`src/rtl/add8_rr_sched_pkg.sv`:
```
// Shared defaults, id-width helper and FSM state type for the add8_rr_sched
// round-robin shared adder.
package add8_rr_sched_pkg;

  localparam int NREQ_DEF = 4;
  localparam int W_DEF    = 8;

  typedef enum logic {
    ST_EMPTY = 1'b0,
    ST_FULL  = 1'b1
  } state_e;

  function automatic int id_width(input int n);
    return ($clog2(n) > 1) ? $clog2(n) : 1;
  endfunction

endpackage

```
`src/rtl/add8_rr_sched_core.sv`:
```
// Combinational W-bit adder shared by all requesters of add8_rr_sched;
// exposes the carry so the top can optionally register it.
module add8_core
  import add8_rr_sched_pkg::*;
#(
  parameter int W = W_DEF
) (
  input  logic [W-1:0] a,
  input  logic [W-1:0] b,
  output logic [W-1:0] sum,
  output logic         cout
);

  assign {cout, sum} = {1'b0, a} + {1'b0, b};

endmodule

```
`src/rtl/add8_rr_sched.sv`:
```
// Round-robin scheduler feeding NREQ requesters into one registered adder slot.
// Define ADD8_RR_SCHED_COUT_EN to add the registered carry output res_cout.
module add8_rr_sched
  import add8_rr_sched_pkg::*;
#(
  parameter  int NREQ = NREQ_DEF,
  parameter  int W    = W_DEF,
  localparam int ID_W = id_width(NREQ)
) (
  input  logic              clk,
  input  logic              rst,
  input  logic [NREQ-1:0]   req_valid,
  output logic [NREQ-1:0]   req_ready,
  input  logic [NREQ*W-1:0] req_a,
  input  logic [NREQ*W-1:0] req_b,
  output logic              res_valid,
  input  logic              res_ready,
  output logic [W-1:0]      res_sum,
  output logic [ID_W-1:0]   res_id,
  output logic              busy
`ifdef ADD8_RR_SCHED_COUT_EN
  ,
  output logic              res_cout
`endif
);

  state_e            state_q, state_d;
  logic [ID_W-1:0]   rr_ptr_q, rr_ptr_d;
  logic [W-1:0]      res_sum_q, res_sum_d;
  logic [ID_W-1:0]   res_id_q, res_id_d;
  logic              res_cout_q, res_cout_d;

  logic              slot_free;
  logic              grant_vld;
  logic [ID_W-1:0]   grant_id;
  logic              accept;
  logic [W-1:0]      a_sel, b_sel;
  logic [W-1:0]      core_sum;
  logic              core_cout;

  assign slot_free = (state_q == ST_EMPTY) || res_ready;

  // Search from rr_ptr upward, wrapping at NREQ (which need not be a power of two).
  always_comb begin
    int idx;
    logic [ID_W-1:0] cand;
    grant_vld = 1'b0;
    grant_id  = '0;
    idx       = 0;
    cand      = '0;
    for (int i = 0; i < NREQ; i++) begin
      idx = int'(rr_ptr_q) + i;
      if (idx >= NREQ) idx = idx - NREQ;
      cand = ID_W'(idx);
      if (!grant_vld && req_valid[cand]) begin
        grant_vld = 1'b1;
        grant_id  = cand;
      end
    end
  end

  assign accept = slot_free && grant_vld && !rst;

  always_comb begin
    req_ready = '0;
    if (accept) req_ready[grant_id] = 1'b1;
  end

  always_comb begin
    a_sel = '0;
    b_sel = '0;
    for (int k = 0; k < NREQ; k++) begin
      if (grant_id == ID_W'(k)) begin
        a_sel = req_a[k*W +: W];
        b_sel = req_b[k*W +: W];
      end
    end
  end

  add8_core #(.W(W)) u_core (
    .a    (a_sel),
    .b    (b_sel),
    .sum  (core_sum),
    .cout (core_cout)
  );

  always_comb begin
    state_d    = state_q;
    rr_ptr_d   = rr_ptr_q;
    res_sum_d  = res_sum_q;
    res_id_d   = res_id_q;
    res_cout_d = res_cout_q;
    if (accept) begin
      state_d    = ST_FULL;
      res_sum_d  = core_sum;
      res_id_d   = grant_id;
      res_cout_d = core_cout;
      rr_ptr_d   = (int'(grant_id) == NREQ - 1) ? '0 : grant_id + 1'b1;
    end else if (state_q == ST_FULL && res_ready) begin
      state_d = ST_EMPTY;
    end
  end

  always_ff @(posedge clk or posedge rst) begin
    if (rst) begin
      state_q    <= ST_EMPTY;
      rr_ptr_q   <= '0;
      res_sum_q  <= '0;
      res_id_q   <= '0;
      res_cout_q <= 1'b0;
    end else begin
      state_q    <= state_d;
      rr_ptr_q   <= rr_ptr_d;
      res_sum_q  <= res_sum_d;
      res_id_q   <= res_id_d;
      res_cout_q <= res_cout_d;
    end
  end

  assign res_valid = (state_q == ST_FULL);
  assign res_sum   = res_sum_q;
  assign res_id    = res_id_q;
  assign busy      = res_valid || (|req_valid);

`ifdef ADD8_RR_SCHED_COUT_EN
  assign res_cout = res_cout_q;
`else
  // Carry is computed but intentionally dropped in the default build.
  logic unused_cout;
  assign unused_cout = core_cout ^ res_cout_q;
`endif

endmodule
```
`config.mk`:
```
export PLATFORM = sky130hd
export DESIGN_NAME = add8_rr_sched
export DESIGN_NICKNAME = d
export VERILOG_FILES = /design/src/rtl/add8_rr_sched_pkg.sv /design/src/rtl/add8_rr_sched_core.sv /design/src/rtl/add8_rr_sched.sv
export SDC_FILE = /design/constraint.sdc
export NUM_CORES = 1
export LEC_CHECK = 0
export ABC_AREA = 1
export ABC_CLOCK_PERIOD_IN_PS = 4700
export BUFFER_PORTS_ARGS = -buffer_cell sky130_fd_sc_hd__clkbuf_2
export CORE_MARGIN = 2
export CORE_UTILIZATION = 45
export DETAILED_ROUTE_END_ITERATION = 10
export PLACE_DENSITY = 0.84
export SYNTH_ARGS = -nofsm -noshare
export SYNTH_HDL_FRONTEND = slang
export SYNTH_SLANG_ARGS = --single-unit
```
`constraint.sdc`:
```
create_clock -name clk -period 4.7 [get_ports clk]
set_input_delay 0.47 -clock clk [delete_from_list [all_inputs] [get_ports clk]]
set_output_delay 0.47 -clock clk [all_outputs]
set_load 0.05 [all_outputs]
```
==> results.txt <==
----------------------------------------------------
[Routing]
  Number of vias per cell after detailed routing ... around 5.0
  Post-DRT Antenna Nets ... 0
  Number of detailed-route iterations in the first pass ... 4
  Final wirelength ... 4450 um
  Routed via count ... 1940
  Initial DRC Count ... between 150 and 200
  Drc violations ... 0
  Post-detailed-route wirelength per cell ... approximately 12 um

[Global route]
  Final global-route overflow total ... 0
  First-pass GRT wire length ... between 7000 and 8000 um
  Initial antenna violation count ... 0
  Number of global-route vias before repair ... approximately 1700
  Pin count of the biggest net entering global routing ... 29
  Overall track demand over capacity in global routing ... roughly 22%

[Floorplanning]
  I/O pin count ... 87
  Floorplan core area ... around 3400 sq um
  Height of the chip ... 63.9 um
  Initial Util ... a little under half
  Cell Rows ... 21
  Die X-Extent ... about 64 um
  DIE AREA ... 4090 sq um

[Critical path]
  Required time at the endpoint of the critical path ... 4910 ps
  Critical Path AT ... between 4000 and 5000 ps
  Source of the worst register-to-register timing path ... rr_ptr_q[0]
  Worst reg2reg endpoint ... res_sum[6]
  CP endpoint kind ... flop
  Type of the worst setup path ... flop to flop
  Depth of the worst register-to-register path ... 24
  Worst reg2reg setup slack ... roughly 850 ps
  Peak fanout along the critical path ... 16
  Startpoint kind of the worst setup timing path ... flop

[Synth]
  Compound-Gate Fraction of Synth Area ... ~20%
  Adder-cell share of the synthesized area ... slightly below 10%
  Total of warnings raised by yosys ... 0
  Fraction of synthesis flops using an asynchronous set or reset pin ... between 90% and 100%
  Area contributors post-synth ... sky130_fd_sc_hd__dfrtp_1 20%, sky130_fd_sc_hd__nand2_1 16%, sky130_fd_sc_hd__ha_1 8.5%
  Portion of the post-synthesis area used by sequential elements ... roughly a fifth
  Dominant synthesized flop cell ... sky130_fd_sc_hd__dfrtp_1
  Synth Area per Inst ... roughly 6.2 sq um
  Share of cell area taken by muxes after synthesis ... 0%
  Post-Synth XOR/XNOR Area ... roughly 3.3%
  Post-Synthesis Net Count ... approximately 340
  Fraction of the mapped netlist area in simple logic gates ... a little under two fifths
  Dominant cell type by area after synthesis ... sky130_fd_sc_hd__dfrtp_1
  Post-synth top cells ... 70 x sky130_fd_sc_hd__nand2_1, 26 x sky130_fd_sc_hd__inv_1, 22 x sky130_fd_sc_hd__nor2_1, 18 x sky130_fd_sc_hd__a21oi_1, 17 x sky130_fd_sc_hd__nand3_1
  Most common cell in the netlist ... sky130_fd_sc_hd__nand2_1
  Mapped cell area ... roughly 1600 sq um
  Top cell type's share of synthesized area ... just over 20%
  Combinational family with the most area after synthesis ... simple AND/OR/NAND/NOR gates
  Synth unique cells ... 28
  Post-synthesis cell count ... roughly 260
  EDFF count, synth ... 0
  Synthesis-stage register bit count ... 13

[Cells and area]
  Area of the multi-input gates ... 1120 sq um
  Area growth syn-to-layout ... 28.9%
  Diodes inserted ... 0
  Fill cell instance count of the final layout ... ~340
  Net total in the final layout ... 423
  Fin area ... between 2000 and 2500 sq um
  Layout cells sized above 1 ... 33.3%
  Area used by sequential logic in the layout ... about 330 sq um

[Clock network]
  Number of buffers created by CTS ... 3
  Clock tree from TritonCTS ... yes
  Clock sink count ... 13
  CTS HTree Levels ... 1
  Clock latency at the later pin of the worst-skew pair ... about 270 ps
  Maximum number of buffers from clock root to sink ... 2
  Clk slew on worst S/H paths ... about 70 ps
  Number of hold-repair buffers added at the cts stage ... 0
  Post-CTS setup buffer count ... 0
  Root buffer cell ... sky130_fd_sc_hd__clkbuf_4
  Total of cells resized after clock tree synthesis ... 0

[Place]
  Cell area after placement ... just over 2000 sq um
  Routability-driven placement congestion ratio ... 0.859
  Count of input and output buffers ... 86
  Detailed-placement wirelength estimate ... 3740 um

[Flow run]
  # Max-Cap Violations ... 0

[STA]
  Transition time at the pin with the least slew margin ... roughly 570 ps
  Setup Viol. Count Final ... 0
  Number of hold violations in the final report ... 0
  Worst clock skew ... about 0.80 ps
  Slew Limit Headroom ... between 60 and 70%
  Crit share post-route ... roughly 82%
  Setup_tns ... 0 ps
  Final critical-path required period ... roughly 3900 ps
  RSZ-0062 raised after global routing ... false
  Fmax ... ~260 MHz
  Final count of pins violating max slew ... 0

[Status]
  Result of the run ... completed

[Worst hold path]
  Path class of the lowest-slack min-delay path ... input port to async pin

----------------------------------------------------
[critical path, cell delays in order, from the launching register on]
cell	delay, ps
sky130_fd_sc_hd__dfrtp_1	580
sky130_fd_sc_hd__inv_6	80
sky130_fd_sc_hd__nand2_1	110
sky130_fd_sc_hd__nand3_2	90
sky130_fd_sc_hd__nand2_2	100
sky130_fd_sc_hd__inv_1	60
sky130_fd_sc_hd__a21oi_1	130
sky130_fd_sc_hd__nand2_1	100
sky130_fd_sc_hd__nand2_2	110
sky130_fd_sc_hd__inv_1	70
sky130_fd_sc_hd__ha_1	400
sky130_fd_sc_hd__nor2_4	380
sky130_fd_sc_hd__a22oi_1	110
sky130_fd_sc_hd__nand2_1	90
sky130_fd_sc_hd__o21ai_1	60
sky130_fd_sc_hd__a21oi_1	140
sky130_fd_sc_hd__ha_1	190
sky130_fd_sc_hd__inv_1	60
sky130_fd_sc_hd__fa_1	410
sky130_fd_sc_hd__inv_1	100
sky130_fd_sc_hd__nand4_1	90
sky130_fd_sc_hd__nand3_1	110
sky130_fd_sc_hd__or2_2	110
sky130_fd_sc_hd__nand3_1	50
sky130_fd_sc_hd__nand2_1	60
[stage by stage]
step           std cells  util (%)  worst slack (ps)  hold WS [ps]
5_1_grt              385      61.5               352           235
3_3_place_gp         381      60.7              1000           466
2_1_floorplan        259         -              1450           355
4_1_cts              385      61.5               864           207
6_report             385      61.5               848           189
3_5_place_dp         381      60.7               886           467
[cells in the final DEF, fill, tap and decap left out]
master | synthesis | routed
sky130_fd_sc_hd__ha_1 | 11 | 11
sky130_fd_sc_hd__inv_1 | 26 | 26
sky130_fd_sc_hd__inv_6 | 1 | 1
sky130_fd_sc_hd__fa_1 | 1 | 1
sky130_fd_sc_hd__clkbuf_2 | 1 | 86
sky130_fd_sc_hd__or2_2 | 3 | 3
sky130_fd_sc_hd__a31oi_1 | 1 | 1
sky130_fd_sc_hd__a21oi_1 | 18 | 18
sky130_fd_sc_hd__o21ai_0 | 12 | 12
sky130_fd_sc_hd__nand3b_1 | 1 | 1
sky130_fd_sc_hd__nor2_4 | 2 | 2
sky130_fd_sc_hd__o21ai_1 | 9 | 9
sky130_fd_sc_hd__dfrtp_1 | 13 | 13
sky130_fd_sc_hd__xnor2_1 | 1 | 1
sky130_fd_sc_hd__clkbuf_1 | 5 | 1
sky130_fd_sc_hd__o21bai_1 | 1 | 1
sky130_fd_sc_hd__clkbuf_4 | 0 | 3
sky130_fd_sc_hd__xor2_1 | 5 | 5
sky130_fd_sc_hd__a22oi_1 | 14 | 14
sky130_fd_sc_hd__buf_4 | 0 | 1
sky130_fd_sc_hd__nand3_2 | 2 | 2
sky130_fd_sc_hd__inv_2 | 2 | 2
sky130_fd_sc_hd__nand4_1 | 3 | 3
sky130_fd_sc_hd__nand3_1 | 17 | 17
sky130_fd_sc_hd__nand2_2 | 13 | 13
sky130_fd_sc_hd__nor2_1 | 22 | 22
sky130_fd_sc_hd__nand2_1 | 70 | 70
[flip-flops by register name, summed over array words and instances, names as in the netlist]
name and flops:
res_sum 8, res_id 2, rr_ptr_q 2, res_valid 1
[how the worst max path moves through the flow]
stage,start,to,cells past startpoint
floorplan,rr_ptr_q[0],res_sum[6],26
global placement,rr_ptr_q[0],res_sum[6],24
detailed placement,rr_ptr_q[0],res_sum[6],24
CTS,rr_ptr_q[0],res_sum[6],24
global route,rr_ptr_q[0],res_sum[6],24
finish,rr_ptr_q[0],res_sum[6],24
[area by class of cell]
cell class              instances  share of cell area (%)
well taps                      46                    2.76
inverters                      29                    5.46
repair buffers                 87                    21.0
multi-input cells             206                    53.9
clock buffers                   4                    1.26
flip-flops and latches         13                    15.6
[cell families (layout without fill, tap and decap cells)]
family | count (synthesis) | after routing
adder cells (fa/ha/maj) | 12 | 12
XOR/XNOR | 6 | 6
flip-flops | 13 | 13
AO/OA/AOI/OAI | 55 | 55
AND/OR/NAND/NOR | 133 | 133
buffers and inverters | 40 | 120
[layer usage]
layer	GRT usage (%)	vias to the layer above	share of wire [%]
li1	-	1008	-
met1	28.6	847	44
met2	38.8	81	47
met3	2.99	4	8.0
met4	3.80	0	0.67
met5	0	-	0
Power is left out: the tool's default activity adds up to more than one toggle a clock period on the data nets, which glitch-free logic cannot reach.
